**config.mk**
```make
export PLATFORM = sky130hd
export DESIGN_NAME = mem_arbiter_flat
export DESIGN_NICKNAME = d
export VERILOG_FILES = /design/src/rtl/mem_arb_pkg.sv /design/src/rtl/mem_arb_if.sv /design/src/rtl/mem_arb_pick.sv /design/src/rtl/mem_arbiter.sv /design/src/flat_wrapper.sv
export SDC_FILE = /design/constraint.sdc
export NUM_CORES = 1
export LEC_CHECK = 0
export CAP_MARGIN = 15
export CORE_MARGIN = 3
export CORE_UTILIZATION = 43
export DETAILED_ROUTE_END_ITERATION = 10
export GPL_TIMING_DRIVEN = 0
export PLACE_DENSITY = 0.9
export SLEW_MARGIN = 20
export SYNTH_ARGS = -nofsm -noshare
export SYNTH_HDL_FRONTEND = slang
export SYNTH_SLANG_ARGS = --single-unit
```
**constraint.sdc**
```tcl
create_clock -name clk_sys -period 5.9 [get_ports clk_sys]
set_clock_uncertainty 0.2 [all_clocks]
set_input_delay 1.77 -clock clk_sys [delete_from_list [all_inputs] [get_ports clk_sys]]
set_output_delay 1.77 -clock clk_sys [all_outputs]
set_load 0.005 [all_outputs]
```
**src/rtl/mem_arb_pkg.sv**
```systemverilog
// Shared types and constants for the SDRAM word-port arbiter.
package mem_arb_pkg;

    localparam int unsigned NPORTS = 3;
    localparam int unsigned AW     = 24;
    localparam int unsigned DW     = 16;
    localparam int unsigned BW     = 2;

    localparam int unsigned P_CPU  = 0;
    localparam int unsigned P_COPY = 1;
    localparam int unsigned P_DMA  = 2;

    localparam logic [DW-1:0] DOUT_TIMEOUT = 16'hFFFF;

    typedef enum logic [1:0] {
        IDLE = 2'd0,
        WAIT = 2'd1,
        HOLD = 2'd2
    } state_e;

    // Command fields latched from the winning port at grant time
    typedef struct packed {
        logic [AW-1:0] addr;
        logic [DW-1:0] din;
        logic [BW-1:0] wtbt;
    } mem_cmd_t;

endpackage

```
**src/rtl/mem_arb_if.sv**
```systemverilog
// Requester-side and sram-side signals of the arbiter, bundled.
interface mem_arb_if;
    import mem_arb_pkg::*;

    logic [NPORTS-1:0] req;
    logic [NPORTS-1:0] req_we;
    logic [AW-1:0]     req_addr0, req_addr1, req_addr2;
    logic [BW-1:0]     req_wtbt0, req_wtbt1, req_wtbt2;
    logic [DW-1:0]     req_din0, req_din1, req_din2;
    logic [NPORTS-1:0] ack;
    logic [DW-1:0]     dout;
    logic              timeout_err;

    logic [AW-1:0]     mem_addr;
    logic [DW-1:0]     mem_din;
    logic [BW-1:0]     mem_wtbt;
    logic              mem_we;
    logic              mem_rd;
    logic [DW-1:0]     mem_dout;
    logic              mem_ready;

    // Arbiter view
    modport slave (
        input  req, req_we, req_addr0, req_addr1, req_addr2,
               req_wtbt0, req_wtbt1, req_wtbt2, req_din0, req_din1, req_din2,
               mem_dout, mem_ready,
        output ack, dout, timeout_err, mem_addr, mem_din, mem_wtbt, mem_we, mem_rd
    );

    // Requesters plus sram view
    modport master (
        output req, req_we, req_addr0, req_addr1, req_addr2,
               req_wtbt0, req_wtbt1, req_wtbt2, req_din0, req_din1, req_din2,
               mem_dout, mem_ready,
        input  ack, dout, timeout_err, mem_addr, mem_din, mem_wtbt, mem_we, mem_rd
    );

endinterface

```
**src/rtl/mem_arb_pick.sv**
```systemverilog
// Combinational winner select: promoted DMA, then CPU, then copy/DMA round-robin.
module mem_arb_pick
    import mem_arb_pkg::*;
(
    input  logic [NPORTS-1:0] i_req,
    input  logic              i_rr_ptr,     // 0 = prefer port 1, 1 = prefer port 2
    input  logic              i_promote,
    output logic [NPORTS-1:0] o_grant_c,
    output logic              o_valid_c
);

    // One-hot grant by fixed priority with round-robin among the lower two
    always_comb begin
        o_grant_c = '0;
        if (i_promote && i_req[P_DMA]) begin
            o_grant_c[P_DMA] = 1'b1;
        end else if (i_req[P_CPU]) begin
            o_grant_c[P_CPU] = 1'b1;
        end else if (i_req[P_COPY] && (!i_rr_ptr || !i_req[P_DMA])) begin
            o_grant_c[P_COPY] = 1'b1;
        end else if (i_req[P_DMA]) begin
            o_grant_c[P_DMA] = 1'b1;
        end
    end

    assign o_valid_c = |i_req;

endmodule

```
**src/rtl/mem_arbiter.sv**
```systemverilog
// Three-port arbiter for the single sram word port, one transaction in flight.
module mem_arbiter
    import mem_arb_pkg::*;
#(
    parameter int unsigned TIMEOUT = 64,
    parameter int unsigned AGE_MAX = 8
) (
    input  logic    clk_sys,
    input  logic    reset,
    mem_arb_if.slave bus
);

    localparam int unsigned TW  = $clog2(TIMEOUT);
    localparam int unsigned AGW = $clog2(AGE_MAX + 1);

    state_e            r_state, w_state_n;
    logic [NPORTS-1:0] r_sel, w_sel_n;
    logic [NPORTS-1:0] r_ack, w_ack_n;
    logic [NPORTS-1:0] w_grant;
    logic              w_valid;
    logic              r_rr_ptr, w_rr_ptr_n;
    logic              r_ready_q;
    logic              w_ready_rise;
    logic              w_win_req;
    logic              w_promote;
    logic [AGW-1:0]    r_age, w_age_n;
    logic [TW-1:0]     r_tcnt, w_tcnt_n;
    logic [DW-1:0]     r_dout, w_dout_n;
    logic              r_terr, w_terr_n;
    mem_cmd_t          r_cmd, w_cmd_n, w_pick_cmd;
    logic              w_pick_we;
    logic              r_mem_we, w_mem_we_n;
    logic              r_mem_rd, w_mem_rd_n;

    assign w_promote    = (r_age == AGW'(AGE_MAX));
    assign w_ready_rise = bus.mem_ready && !r_ready_q;
    assign w_win_req    = |(bus.req & r_sel);

    mem_arb_pick u_pick (
        .i_req     (bus.req),
        .i_rr_ptr  (r_rr_ptr),
        .i_promote (w_promote),
        .o_grant_c (w_grant),
        .o_valid_c (w_valid)
    );

    // Route the winning port's command fields
    always_comb begin
        w_pick_cmd = '0;
        w_pick_we  = 1'b0;
        if (w_grant[P_CPU]) begin
            w_pick_cmd = '{addr: bus.req_addr0, din: bus.req_din0, wtbt: bus.req_wtbt0};
            w_pick_we  = bus.req_we[P_CPU];
        end else if (w_grant[P_COPY]) begin
            w_pick_cmd = '{addr: bus.req_addr1, din: bus.req_din1, wtbt: bus.req_wtbt1};
            w_pick_we  = bus.req_we[P_COPY];
        end else if (w_grant[P_DMA]) begin
            w_pick_cmd = '{addr: bus.req_addr2, din: bus.req_din2, wtbt: bus.req_wtbt2};
            w_pick_we  = bus.req_we[P_DMA];
        end
    end

    // Next-state and next-output logic
    always_comb begin
        w_state_n  = r_state;
        w_sel_n    = r_sel;
        w_ack_n    = r_ack;
        w_rr_ptr_n = r_rr_ptr;
        w_age_n    = r_age;
        w_tcnt_n   = r_tcnt;
        w_dout_n   = r_dout;
        w_terr_n   = r_terr;
        w_cmd_n    = r_cmd;
        w_mem_we_n = r_mem_we;
        w_mem_rd_n = r_mem_rd;

        unique case (r_state)
            IDLE: begin
                if (w_valid) begin
                    w_sel_n    = w_grant;
                    w_cmd_n    = w_pick_cmd;
                    w_mem_we_n = w_pick_we;
                    w_mem_rd_n = !w_pick_we;
                    w_tcnt_n   = '0;
                    w_state_n  = WAIT;
                    if (w_grant[P_COPY]) w_rr_ptr_n = 1'b1;
                    if (w_grant[P_DMA])  w_rr_ptr_n = 1'b0;
                end
            end
            WAIT: begin
                if (w_ready_rise || (r_tcnt == TW'(TIMEOUT - 1))) begin
                    w_mem_we_n = 1'b0;
                    w_mem_rd_n = 1'b0;
                    if (w_ready_rise) begin
                        if (r_mem_rd) w_dout_n = bus.mem_dout;
                    end else begin
                        w_dout_n = DOUT_TIMEOUT;
                        w_terr_n = 1'b1;
                    end
                    if (w_win_req) begin
                        w_ack_n   = r_sel;
                        w_state_n = HOLD;
                    end else begin
                        w_state_n = IDLE;
                    end
                end else begin
                    w_tcnt_n = r_tcnt + TW'(1);
                end
            end
            HOLD: begin
                if (!w_win_req) begin
                    w_ack_n   = '0;
                    w_state_n = IDLE;
                end
            end
            default: w_state_n = IDLE;
        endcase

        // DMA aging: count grants it loses while waiting, forget once it leaves
        if (!bus.req[P_DMA]) begin
            w_age_n = '0;
        end else if ((r_state == IDLE) && w_valid) begin
            if (w_grant[P_DMA])                w_age_n = '0;
            else if (r_age != AGW'(AGE_MAX))   w_age_n = r_age + AGW'(1);
        end
    end

    // State and output registers
    always_ff @(posedge clk_sys) begin
        if (reset) begin
            r_state   <= IDLE;
            r_sel     <= '0;
            r_ack     <= '0;
            r_rr_ptr  <= 1'b0;
            r_age     <= '0;
            r_tcnt    <= '0;
            r_dout    <= '0;
            r_terr    <= 1'b0;
            r_cmd     <= '0;
            r_mem_we  <= 1'b0;
            r_mem_rd  <= 1'b0;
            r_ready_q <= 1'b0;
        end else begin
            r_state   <= w_state_n;
            r_sel     <= w_sel_n;
            r_ack     <= w_ack_n;
            r_rr_ptr  <= w_rr_ptr_n;
            r_age     <= w_age_n;
            r_tcnt    <= w_tcnt_n;
            r_dout    <= w_dout_n;
            r_terr    <= w_terr_n;
            r_cmd     <= w_cmd_n;
            r_mem_we  <= w_mem_we_n;
            r_mem_rd  <= w_mem_rd_n;
            r_ready_q <= bus.mem_ready;
        end
    end

    assign bus.ack         = r_ack;
    assign bus.dout        = r_dout;
    assign bus.timeout_err = r_terr;
    assign bus.mem_addr    = r_cmd.addr;
    assign bus.mem_din     = r_cmd.din;
    assign bus.mem_wtbt    = r_cmd.wtbt;
    assign bus.mem_we      = r_mem_we;
    assign bus.mem_rd      = r_mem_rd;

endmodule

```
**src/flat_wrapper.sv**
```systemverilog
// flat-port wrapper written by rule: the top's interface ports become plain ports
module mem_arbiter_flat import mem_arb_pkg::*;
#(
    parameter int unsigned TIMEOUT = 64,
    parameter int unsigned AGE_MAX = 8
)
  (clk_sys, reset, bus_req, bus_req_we, bus_req_addr0, bus_req_addr1, bus_req_addr2, bus_req_wtbt0, bus_req_wtbt1, bus_req_wtbt2, bus_req_din0, bus_req_din1, bus_req_din2, bus_mem_dout, bus_mem_ready, bus_ack, bus_dout, bus_timeout_err, bus_mem_addr, bus_mem_din, bus_mem_wtbt, bus_mem_we, bus_mem_rd);
  mem_arb_if bus_i ();
  input  logic clk_sys;
  input  logic reset;
  input wire logic [$bits(bus_i.req)-1:0] bus_req;
  input wire logic [$bits(bus_i.req_we)-1:0] bus_req_we;
  input wire logic [$bits(bus_i.req_addr0)-1:0] bus_req_addr0;
  input wire logic [$bits(bus_i.req_addr1)-1:0] bus_req_addr1;
  input wire logic [$bits(bus_i.req_addr2)-1:0] bus_req_addr2;
  input wire logic [$bits(bus_i.req_wtbt0)-1:0] bus_req_wtbt0;
  input wire logic [$bits(bus_i.req_wtbt1)-1:0] bus_req_wtbt1;
  input wire logic [$bits(bus_i.req_wtbt2)-1:0] bus_req_wtbt2;
  input wire logic [$bits(bus_i.req_din0)-1:0] bus_req_din0;
  input wire logic [$bits(bus_i.req_din1)-1:0] bus_req_din1;
  input wire logic [$bits(bus_i.req_din2)-1:0] bus_req_din2;
  input wire logic [$bits(bus_i.mem_dout)-1:0] bus_mem_dout;
  input wire logic [$bits(bus_i.mem_ready)-1:0] bus_mem_ready;
  output wire logic [$bits(bus_i.ack)-1:0] bus_ack;
  output wire logic [$bits(bus_i.dout)-1:0] bus_dout;
  output wire logic [$bits(bus_i.timeout_err)-1:0] bus_timeout_err;
  output wire logic [$bits(bus_i.mem_addr)-1:0] bus_mem_addr;
  output wire logic [$bits(bus_i.mem_din)-1:0] bus_mem_din;
  output wire logic [$bits(bus_i.mem_wtbt)-1:0] bus_mem_wtbt;
  output wire logic [$bits(bus_i.mem_we)-1:0] bus_mem_we;
  output wire logic [$bits(bus_i.mem_rd)-1:0] bus_mem_rd;
  assign bus_i.req = bus_req;
  assign bus_i.req_we = bus_req_we;
  assign bus_i.req_addr0 = bus_req_addr0;
  assign bus_i.req_addr1 = bus_req_addr1;
  assign bus_i.req_addr2 = bus_req_addr2;
  assign bus_i.req_wtbt0 = bus_req_wtbt0;
  assign bus_i.req_wtbt1 = bus_req_wtbt1;
  assign bus_i.req_wtbt2 = bus_req_wtbt2;
  assign bus_i.req_din0 = bus_req_din0;
  assign bus_i.req_din1 = bus_req_din1;
  assign bus_i.req_din2 = bus_req_din2;
  assign bus_i.mem_dout = bus_mem_dout;
  assign bus_i.mem_ready = bus_mem_ready;
  assign bus_ack = bus_i.ack;
  assign bus_dout = bus_i.dout;
  assign bus_timeout_err = bus_i.timeout_err;
  assign bus_mem_addr = bus_i.mem_addr;
  assign bus_mem_din = bus_i.mem_din;
  assign bus_mem_wtbt = bus_i.mem_wtbt;
  assign bus_mem_we = bus_i.mem_we;
  assign bus_mem_rd = bus_i.mem_rd;
  mem_arbiter #(.TIMEOUT(TIMEOUT), .AGE_MAX(AGE_MAX)) u_core (.clk_sys(clk_sys), .reset(reset), .bus(bus_i));
endmodule
```
==> impl_metrics.env <==
export IMPL_post_synth_num_cell_types=50
export IMPL_critPathLaunchType="input pin"
export IMPL_worstHoldStart="u_core.bus.dout[0]"
export IMPL_area_delta_synth_final_pct=61.0
export IMPL_core_area_mm2=0.00898
export IMPL_post_route_util_pct=73.4
export IMPL_fmax_mhz=273
export IMPL_post_drt_wl_per_cell_um=18.7
export IMPL_synthFlopType="dfxtp_1"
export IMPL_ys_warnings_count=0
export IMPL_whs_endpoint="u_core.bus.dout[0]"
export IMPL_via_count=4538
export IMPL_routabilityCongestion=0.890
export IMPL_via_per_inst=5.66
export IMPL_dieArea_mm2=0.0107
export IMPL_ys_ff_latch=81
export IMPL_cts_hold_buf=0
export IMPL_crit_arrival_ns=3.72
export IMPL_seq_area_frac_synth_pct=39.6
export IMPL_die_h_um=104
export IMPL_post_route_period_util_pct=62.1
export IMPL_clk_pin_slew_ns=0.09
export IMPL_synth_async_reset_ratio_pct=0
export IMPL_yosys_top_cells_area="dfxtp_1 40%, a221oi_2 14%, nor3_1 5.3%, nor4_1 4.7%, nor2_1 4.5%"
export IMPL_final_nets=825
export IMPL_overflow=0
export IMPL_hold_path_class="register to register"
export IMPL_regToRegStartpoint="u_core.r_age[0]"
export IMPL_maxSlewHeadroom_pct=59.7
export IMPL_pin_count=215
export IMPL_grt_usage_pct=26.9
export IMPL_post_cts_buffers=0
export IMPL_reg2reg_depth=7
export IMPL_worst_pin_slew_ns=0.605
export IMPL_drcViolationCount=0
export IMPL_multi_input_area_mm2=0.00214
export IMPL_cts_resized=0
export IMPL_antenna_left=0
export IMPL_drive_gt1_share_pct=14.1
export IMPL_hold_depth=2
export IMPL_grt_max_degree=14
export IMPL_nFillCells=631
export IMPL_antenna_found_initial=0
export IMPL_synthCells=446
export IMPL_first_iter_violations=226
export IMPL_grt_pass1_vias=4701
export IMPL_cts_buffers=9
export IMPL_r2r_end="u_core.bus.mem_wtbt[1]"
export IMPL_rsz0062_at_grt="false"
export IMPL_start_util_pct=45.6
export IMPL_yosysTopAreaCell="dfxtp_1"
export IMPL_final_hold_viol_count=0
export IMPL_io_buffers=214
export IMPL_run_status="completed"
export IMPL_synth_edf_count=0
export IMPL_drtPass1Iterations=5
export IMPL_grt_pass1_wl_um=23500
export IMPL_drv_cap=0
export IMPL_r2r_setup_slack_ns=3.72
export IMPL_ff_latch_area_mm2=0.00162
export IMPL_syn_area_mm2=0.00409
export IMPL_timing_hold_ws_ns=0.248
export IMPL_cts_tree="built"
export IMPL_ir_worst_vdd_mv=0.182
export IMPL_power_density_mw_per_mm2=222
export IMPL_syn_area_per_cell_um2=9.18
export IMPL_die_w_um=104
export IMPL_clkSinkCount=81
export IMPL_setup_violations=0
export IMPL_crit_type="input pin to register"
export IMPL_cts_max_level=3
export IMPL_syn_num_nets=600
export IMPL_cts_root_buf="clkbuf_8"
export IMPL_finalCriticalPeriod_ns=3.66
export IMPL_clk_insertion_delay_late_ns=0.35
export IMPL_synth_top_area_share_pct=39.6
export IMPL_core_rowCount=34
export IMPL_path_max_fanout=10
export IMPL_dp_hpwl_um=11700
export IMPL_wl_um=15000
export IMPL_end_kind="register"
export IMPL_n_antenna_cell=0
export IMPL_cp_required_ns=5.96
export IMPL_fin_tns_setup_ns=0
export IMPL_final_max_slew_violation_count=0
export IMPL_cts_buffer_depth=2
export IMPL_leakage_nw=2.42
-- per-layer routing --
metal	vias to the layer above	part of all wire (%)	GRT usage, %
met5	-	0	0
met2	223	53	49.3
li1	2122	-	-
met3	32	9.0	9.58
met4	0	2.8	10.1
met1	2161	36	28.1
-- flip-flops by register name (all words and copies together), names as in the netlist --
register / flops
u_core.bus.ack: 3
u_core.bus.dout: 16
u_core.bus.mem_addr: 24
u_core.bus.mem_din: 16
u_core.bus.mem_rd: 1
u_core.bus.mem_we: 1
u_core.bus.mem_wtbt: 2
u_core.bus.timeout_err: 1
u_core.r_age: 4
u_core.r_ready_q: 1
u_core.r_rr_ptr: 1
u_core.r_sel: 3
u_core.r_state: 2
u_core.r_tcnt: 6
-- critical path, stage by stage --
cell	delay, ns
clkdlybuf4s50_1	0.61
nand4b_1	0.21
nand2_1	0.26
buf_1	0.46
nor3_1	0.12
nor4_1	0.29
-- cells in the mapped netlist (2+ instances only) --
library cell,instances
nor3b_1,2
dfxtp_1,81
buf_1,2
a221oi_1,4
or3_1,4
buf_4,2
o21ai_1,11
buf_6,10
nand3b_1,2
o21ai_0,8
a21oi_1,29
and4_1,2
mux2i_1,3
nand3_1,5
ha_1,3
nand2b_1,3
and2_1,3
and3_1,3
clkbuf_1,16
nor2_1,49
inv_1,22
nand2_2,2
nor4_2,12
nand2_1,17
nor3_1,43
nor2b_1,5
nor4_1,31
xnor2_1,2
buf_2,10
o211ai_1,2
a221oi_2,38
a32o_1,2
-- worst max path at each step --
stage	slack, ns	end	start
after floorplan	2.76	u_core.bus.mem_we	bus_req[2]
after global placement	1.96	u_core.bus.mem_addr[5]	bus_req[2]
after CTS	2.29	u_core.bus.mem_addr[5]	bus_req[2]
final	2.24	u_core.bus.mem_wtbt[1]	bus_req[2]
after detailed placement	1.93	u_core.bus.mem_addr[5]	bus_req[2]
after global routing	2.07	u_core.bus.mem_wtbt[1]	bus_req[2]
-- final cells by class --
type,count,area share [%]
clock inverter,5,0.836
multi-input combinational,303,32.5
timing repair buffer,214,32.5
sequential,81,24.6
tap,126,2.39
clock buffer,11,2.15
buffer,40,3.72
inverter,22,1.25
-- cells in the final DEF, fill, tap and decap left out, drive strengths merged, types with 5 or more instances in the layout --
| cell type | synthesis | routed |
|---|---|---|
| dfxtp | 81 | 81 |
| nor4 | 43 | 43 |
| nor2 | 50 | 50 |
| o21ai | 19 | 19 |
| clkbuf | 16 | 27 |
| buf | 24 | 24 |
| inv | 22 | 22 |
| or3 | 5 | 5 |
| nand2 | 19 | 19 |
| nand3 | 5 | 5 |
| nor3 | 43 | 43 |
| clkdlybuf4s50 | 0 | 214 |
| nor2b | 5 | 5 |
| a21oi | 29 | 29 |
| a221oi | 42 | 42 |
-- power breakdown --
part	total, mW	switching (mW)	leakage [nW]	internal, mW
combinational	0.435	0.196	1.66	0.238
clock	0.410	0.204	0.0953	0.206
sequential	0.621	0.0286	0.666	0.592
-- per-stage QoR --
step	total power [mW]	instances	setup WS, ns	area (um2)
finish	1.46	802	2.24	6590
global route	1.53	802	2.07	6590
CTS	1.47	802	2.29	6590
detailed placement	1.06	786	1.93	6390
global placement	1.05	786	1.96	6390
floorplan	0.815	446	2.76	4090
-- cell families after synthesis --
logic type,after synthesis,share of synthesized area [%]
AND/OR/NAND/NOR,187,25.4
AO/OA/AOI/OAI,108,24.9
flip-flops,81,39.6
buffers and inverters,62,8.01
multiplexers,3,0.734
adder cells (fa/ha/maj),3,0.917
XOR/XNOR,2,0.428
Power figures use the tool's default switching activity.
